==> src/rtl/axi2apb_pkg.sv <==
// Shared types and helpers for the AXI-to-APB bridge: FSM states, response
// codes and the 64-bit-to-32-bit lane selection used on the write path.
package axi2apb_pkg;

    typedef enum logic [2:0] {
        ST_IDLE,
        ST_WDATA,
        ST_SETUP,
        ST_ACCESS,
        ST_WAIT_RESP
    } state_e;

    localparam logic [1:0] RESP_OKAY   = 2'b00;
    localparam logic [1:0] RESP_SLVERR = 2'b10;
    localparam logic [1:0] RESP_DECERR = 2'b11;

    localparam int APB_DATA_W = 32;
    localparam int APB_STRB_W = APB_DATA_W / 8;

    function automatic logic [APB_DATA_W-1:0] lane_data(
        input logic [2*APB_DATA_W-1:0] data,
        input logic                    lane
    );
        return lane ? data[2*APB_DATA_W-1:APB_DATA_W] : data[APB_DATA_W-1:0];
    endfunction

    function automatic logic [APB_STRB_W-1:0] lane_strb(
        input logic [2*APB_STRB_W-1:0] strb,
        input logic                    lane
    );
        return lane ? strb[2*APB_STRB_W-1:APB_STRB_W] : strb[APB_STRB_W-1:0];
    endfunction

endpackage

==> src/rtl/axi2apb_cmd.sv <==
// Command half of the AXI-to-APB bridge: accepts one single-beat AXI command
// at a time and runs it as one APB SETUP/ACCESS transfer.
module axi2apb_cmd
    import axi2apb_pkg::*;
#(
    parameter int AXI_ID_WIDTH   = 6,
    parameter int AXI_ADDR_WIDTH = 32,
    parameter int AXI_DATA_WIDTH = 64
) (
    input  logic                        clk,
    input  logic                        rstn,

    input  logic [AXI_ID_WIDTH-1:0]     ARID,
    input  logic [AXI_ADDR_WIDTH-1:0]   ARADDR,
    input  logic [7:0]                  ARLEN,
    input  logic [2:0]                  ARSIZE,
    input  logic                        ARVALID,
    output logic                        ARREADY,

    input  logic [AXI_ID_WIDTH-1:0]     AWID,
    input  logic [AXI_ADDR_WIDTH-1:0]   AWADDR,
    input  logic [7:0]                  AWLEN,
    input  logic [2:0]                  AWSIZE,
    input  logic                        AWVALID,
    output logic                        AWREADY,

    input  logic [AXI_DATA_WIDTH-1:0]   WDATA,
    input  logic [AXI_DATA_WIDTH/8-1:0] WSTRB,
    input  logic                        WLAST,
    input  logic                        WVALID,
    output logic                        WREADY,

    output logic                        psel,
    output logic                        penable,
    output logic                        pwrite,
    output logic [31:0]                 paddr,
    output logic [APB_DATA_W-1:0]       pwdata,
    output logic [APB_STRB_W-1:0]       pstrb,
    input  logic                        pready,

    output logic [AXI_ID_WIDTH-1:0]     cmd_id,
    output logic                        cmd_err,
    input  logic                        finish_rd,
    input  logic                        finish_wr
);

    state_e                  state_q, state_d;
    logic                    prio_rd_q, prio_rd_d;
    logic                    first_q, first_d;
    logic                    lane_q, lane_d;
    logic                    psel_q, psel_d;
    logic                    penable_q, penable_d;
    logic                    pwrite_q, pwrite_d;
    logic [31:0]             paddr_q, paddr_d;
    logic [APB_DATA_W-1:0]   pwdata_q, pwdata_d;
    logic [APB_STRB_W-1:0]   pstrb_q, pstrb_d;
    logic [AXI_ID_WIDTH-1:0] cmd_id_q, cmd_id_d;
    logic                    cmd_err_q, cmd_err_d;

    logic idle;
    logic ar_go;
    logic aw_go;
    logic unused_addr_bits;

    // The word address drops bits [1:0]; wider AXI addresses are truncated.
    assign unused_addr_bits = ^{ARADDR, AWADDR};

    assign idle    = (state_q == ST_IDLE);
    assign ar_go   = idle && ARVALID && (!AWVALID || prio_rd_q);
    assign aw_go   = idle && AWVALID && (!ARVALID || !prio_rd_q);
    assign ARREADY = ar_go;
    assign AWREADY = aw_go;
    assign WREADY  = (state_q == ST_WDATA);

    always_comb begin
        state_d   = state_q;
        prio_rd_d = prio_rd_q;
        first_d   = first_q;
        lane_d    = lane_q;
        pwrite_d  = pwrite_q;
        paddr_d   = paddr_q;
        pwdata_d  = pwdata_q;
        pstrb_d   = pstrb_q;
        cmd_id_d  = cmd_id_q;
        cmd_err_d = cmd_err_q;

        case (state_q)
            ST_IDLE: begin
                if (ar_go) begin
                    state_d   = ST_SETUP;
                    prio_rd_d = !prio_rd_q;
                    cmd_id_d  = ARID;
                    paddr_d   = {ARADDR[31:2], 2'b00};
                    pwrite_d  = 1'b0;
                    lane_d    = ARADDR[2];
                    cmd_err_d = (ARLEN != 8'd0) || (ARSIZE > 3'd2);
                    pwdata_d  = '0;
                    pstrb_d   = '0;
                end else if (aw_go) begin
                    state_d   = ST_WDATA;
                    prio_rd_d = !prio_rd_q;
                    cmd_id_d  = AWID;
                    paddr_d   = {AWADDR[31:2], 2'b00};
                    pwrite_d  = 1'b1;
                    lane_d    = AWADDR[2];
                    cmd_err_d = (AWLEN != 8'd0) || (AWSIZE > 3'd2);
                    first_d   = 1'b1;
                end
            end
            ST_WDATA: begin
                // Only the first beat is kept; an error burst is drained to WLAST.
                if (WVALID) begin
                    if (first_q) begin
                        pwdata_d = lane_data(WDATA, lane_q);
                        pstrb_d  = cmd_err_q ? '0 : lane_strb(WSTRB, lane_q);
                        first_d  = 1'b0;
                    end
                    if (WLAST) begin
                        state_d = ST_SETUP;
                    end
                end
            end
            ST_SETUP: begin
                state_d = ST_ACCESS;
            end
            ST_ACCESS: begin
                if (pready) begin
                    state_d = ST_WAIT_RESP;
                end
            end
            ST_WAIT_RESP: begin
                if (pwrite_q ? finish_wr : finish_rd) begin
                    state_d = ST_IDLE;
                end
            end
            default: begin
                state_d = ST_IDLE;
            end
        endcase

        psel_d    = (state_d == ST_SETUP) || (state_d == ST_ACCESS);
        penable_d = (state_d == ST_ACCESS);
    end

    always_ff @(posedge clk or negedge rstn) begin
        if (!rstn) begin
            state_q   <= ST_IDLE;
            prio_rd_q <= 1'b1;
            first_q   <= 1'b0;
            lane_q    <= 1'b0;
            psel_q    <= 1'b0;
            penable_q <= 1'b0;
            pwrite_q  <= 1'b0;
            paddr_q   <= '0;
            pwdata_q  <= '0;
            pstrb_q   <= '0;
            cmd_id_q  <= '0;
            cmd_err_q <= 1'b0;
        end else begin
            state_q   <= state_d;
            prio_rd_q <= prio_rd_d;
            first_q   <= first_d;
            lane_q    <= lane_d;
            psel_q    <= psel_d;
            penable_q <= penable_d;
            pwrite_q  <= pwrite_d;
            paddr_q   <= paddr_d;
            pwdata_q  <= pwdata_d;
            pstrb_q   <= pstrb_d;
            cmd_id_q  <= cmd_id_d;
            cmd_err_q <= cmd_err_d;
        end
    end

    assign psel    = psel_q;
    assign penable = penable_q;
    assign pwrite  = pwrite_q;
    assign paddr   = paddr_q;
    assign pwdata  = pwdata_q;
    assign pstrb   = pstrb_q;
    assign cmd_id  = cmd_id_q;
    assign cmd_err = cmd_err_q;

endmodule

==> config.mk <==
export PLATFORM = sky130hd
export DESIGN_NAME = axi2apb_cmd
export DESIGN_NICKNAME = d
export VERILOG_FILES = /design/src/rtl/axi2apb_pkg.sv /design/src/rtl/axi2apb_cmd.sv
export SDC_FILE = /design/constraint.sdc
export NUM_CORES = 1
export LEC_CHECK = 0
export CAP_MARGIN = 30
export CORE_ASPECT_RATIO = 1.5
export CORE_MARGIN = 5
export CORE_UTILIZATION = 41
export CTS_BUF_LIST = sky130_fd_sc_hd__clkbuf_8
export DETAILED_ROUTE_END_ITERATION = 8
export HOLD_SLACK_MARGIN = 0.06
export PLACE_DENSITY = 0.85
export SLEW_MARGIN = 20
export SYNTH_ARGS = -nofsm -noshare
export SYNTH_HDL_FRONTEND = slang
export SYNTH_SLANG_ARGS = --single-unit
==> constraint.sdc <==
create_clock -name clk -period 4.3 [get_ports clk]
set_clock_uncertainty 0.1 [all_clocks]
set_input_delay 0.86 -clock clk [delete_from_list [all_inputs] [get_ports clk]]
set_output_delay 0.86 -clock clk [all_outputs]
set_load 0.05 [all_outputs]
==> parameters.txt <==
Parameter                              Value

Logic synthesis
  FF+latch count, synth ... between 80 and 90
  Part of the Yosys area used for sequential elements ... 49.0%
  Avg Synthesized Cell Area ... 11.4 sq um
  Cell Area, Synth ... around 4100 sq um
  Count of mapped cells out of synthesis ... 362
  Yosys warning count ... 0
  Distinct cells, synth ... 29

Floorplan
  Initial core utilization ... 41.3%
  Floorplan die width ... 92 microns
  Floorplan die area ... 12,200 sq um
  Area of the core ... roughly 10,000 sq um
  Rows ... 45
  I/O pin count ... 260
  Vert. Die Dim ... 133 microns

Clocking
  Register clock-pin slew on the reported worst setup and hold paths ... 0.07 ns
  Number of buffers on the longest clock path ... 2
  Clock tree sinks ... 81
  Number of gates resized after CTS ... 0
  Total clock buffers created by CTS ... 9
  Clock insertion delay at the later pin of the skew report ... 0.35 ns
  Max H-tree Level ... 3
  Clk Tree Root Cell ... clkbuf_8
  # hold bufs at CTS ... 0
  Number of buffers inserted to repair setup after CTS ... 0
  Clock tree from TritonCTS ... done

Global routing
  Via count of the first global-routing pass ... 3,922
  GRT Overall Usage ... 20.5%
  Largest net degree at the start of global routing ... 77
  Initial antenna violation count ... 0
  Wire length of the first global-routing pass ... 19,800 microns
  Overflow left after global routing ... 0

Drt
  Initial drt markers ... 82
  Total iterations of the first detailed-routing run ... 4
  Antenna Violating Nets Remaining ... 0
  Total wire length ... 12,900 microns
  Mean number of vias per cell ... just over 5
  Vias after detailed routing ... between 3,000 and 4,000
  Number of remaining DRC errors ... 0
  Drt wl/cell ... ~18 microns

Setup path
  Critical path required time ... 3.34 ns
  Number of cells on the worst reg-to-reg path ... 5
  CP max FO ... 38
  Critical-path top delay cell ... clkdlybuf4s50_1
  Kind of end point of the critical path ... output port
  Type of origin of the critical path ... flip-flop
  Max stage delay on crit path ... 0.85 ns
  Arrival time reported for the critical path endpoint ... 2.35 ns
  Critical path start-end classification ... flip-flop to output port
  List of cells traversed by the critical path ... nor2_1 -> nand2_1 -> buf_4 -> inv_1 -> clkdlybuf4s50_1

Finish
  Post-Layout Cell Count ... 729
  Register area ... 2030 sq um
  Commonest cells after routing, fill and taps aside ... clkdlybuf4s50_1 (250), dfrtp_1 (79), mux2i_1 (73)
  Number of antenna cells inserted ... 0
  # nets final ... just under 800
  Final std cell area, no fill ... 6910 sq um
  Fraction of final layout cells with drive strength greater than 1 ... 10.6%
  Most common cell after layout, fill and taps aside ... clkdlybuf4s50_1
  Fraction of the core area covered by cells at the end of the flow ... 69.0%
  Fillers ... 753
  Multi-input combinational cell area ... 1940 sq um
  Area grow syn2layout ... 67.2%

Power and ir drop
  Proportion of power drawn by combinational gates ... 62.6%
  Power per standard cell area ... slightly above 700 nW/um^2
  Worst ir drop on vdd ... between 400 and 500 uV
  Switching Share ... 47.0%
  Leakage power figure ... ~0.0033 uW
  Net Switching ... 2290 uW
  Clk network pwr share ... 11.6%
  Cell-internal power ... 2580 uW
  Total Power Consumption ... approximately 5000 uW
  Register share of total power ... 25.8%

Timing
  Hold violation total from the final report ... 0
  Worst-Margin Slew ... 0.698 ns
  Final-report setup violation count ... 0
  Worst rel slew slack ... 53.4%
  Setup repair after global routing missed its margin ... no
  Post-route setup TNS ... 0 ns
  Achievable Freq ... 302 MHz
  Crit path time final ... between 3 and 4 ns
  Period utilization ... 76.9%
  Number of max-slew violations in the final report ... 0

Place
  Area after DPL ... 6720 sq um
  Total placed cells including tap cells ... 713
  Placed wire-length estimate after detailed placement ... 10,200 microns
  I/O Buffers ... 253
  Final weighted congestion in routability-driven placement ... 0.755

Job
  Max-cap viol count ... 0

Worst hold path
  Path type of the worst min-delay path ... input pin to async pin

Status
  Outcome ... finished clean
==> power groups by stage <==
stage | sequential [uW] | combinational, uW | clock, uW
finish | 1260 | 3050 | 563
global route | 1300 | 3210 | 618
CTS | 1260 | 3080 | 578
detailed placement | 1270 | 3070 | 0
global placement | 1250 | 3010 | 0
floorplan | 2220 | 1160 | 0
==> cell families after synthesis <==
group                  synth area share (%)
AND/OR/NAND/NOR                        9.32
XOR/XNOR                              0.212
buffers and inverters                  4.42
flip-flops                             49.0
AO/OA/AOI/OAI                          6.72
other                                0.0907
multiplexers                           30.2
==> path summary, 6_finish.rpt <==
kind / from / to / slack [ns]
setup / recovery: state_q[1] / WREADY / 0.99
hold / removal: rstn / pwdata[0] / 0.38
setup reg to reg: prio_rd_q / pwdata[14] / 2.26
hold reg to reg: pwdata[12] / pwdata[12] / 0.41
max in group asynchronous: rstn / prio_rd_q / 3.07
min in group clk: pwdata[12] / pwdata[12] / 0.41
==> cell usage after synthesis <==
cell	number	area share [%]
clkbuf_1	6	0.54
or3_1	1	0.15
dfrtp_1	80	48
and3_1	1	0.15
o21ai_4	1	0.39
buf_4	3	0.54
mux2_4	30	11
a211oi_1	2	0.36
a21oi_1	38	4.6
a2bb2oi_1	1	0.21
xor2_1	1	0.21
buf_12	3	1.5
a311o_1	3	0.73
nor4_1	2	0.30
o21ai_0	1	0.12
a31oi_1	2	0.30
nor3_1	7	0.85
mux2i_1	73	18
conb_1	1	0.091
mux2_2	6	1.6
nor2_1	70	6.4
nand2b_1	2	0.30
dfstp_2	1	0.64
buf_2	11	1.3
and3b_4	1	0.30
nand3_1	3	0.36
nand2_1	6	0.54
inv_1	3	0.27
buf_1	3	0.27
==> critical path, delay by kind of cell (launching register included) <==
kind	cells	cell delay, ns
buf+inv	3	1.28
flops	1	0.41
simple gates	2	0.32
==> flip-flops by register name (all words and copies together), names as in the netlist <==
signal,cells
prio_rd_q,1
psel,1
first_q,1
pstrb,4
penable,1
state_q,3
pwdata,32
cmd_err,1
paddr,30
pwrite,1
cmd_id,6
==> stage by stage <==
stage	setup WS [ns]	hold slack [ns]
floorplan	1.91	0.398
global placement	1.37	0.390
detailed placement	1.34	0.393
CTS	0.961	0.372
global route	0.878	0.395
finish	0.993	0.376
==> metal layers <==
metal  vias to the layer above  global-route usage (%)  wire length (microns)
met5                         -                       0                      0
met4                         0                    7.44                    320
met3                        24                    7.51                   1150
met2                       157                    38.1                   7060
met1                      1753                    20.5                   4380
li1                       1746                       -                      -
==> area by class of cell <==
cell class | count | area share (%)
Timing Repair Buffer | 259 | 37.5
Sequential cell | 81 | 29.4
Multi-Input combinational cell | 253 | 28.0
Clock buffer | 11 | 2.19
Tap cell | 117 | 2.12
Clock inverter | 5 | 0.688
Inverter | 3 | 0.163
No activity file was read; power rests on OpenSTA's default activity.
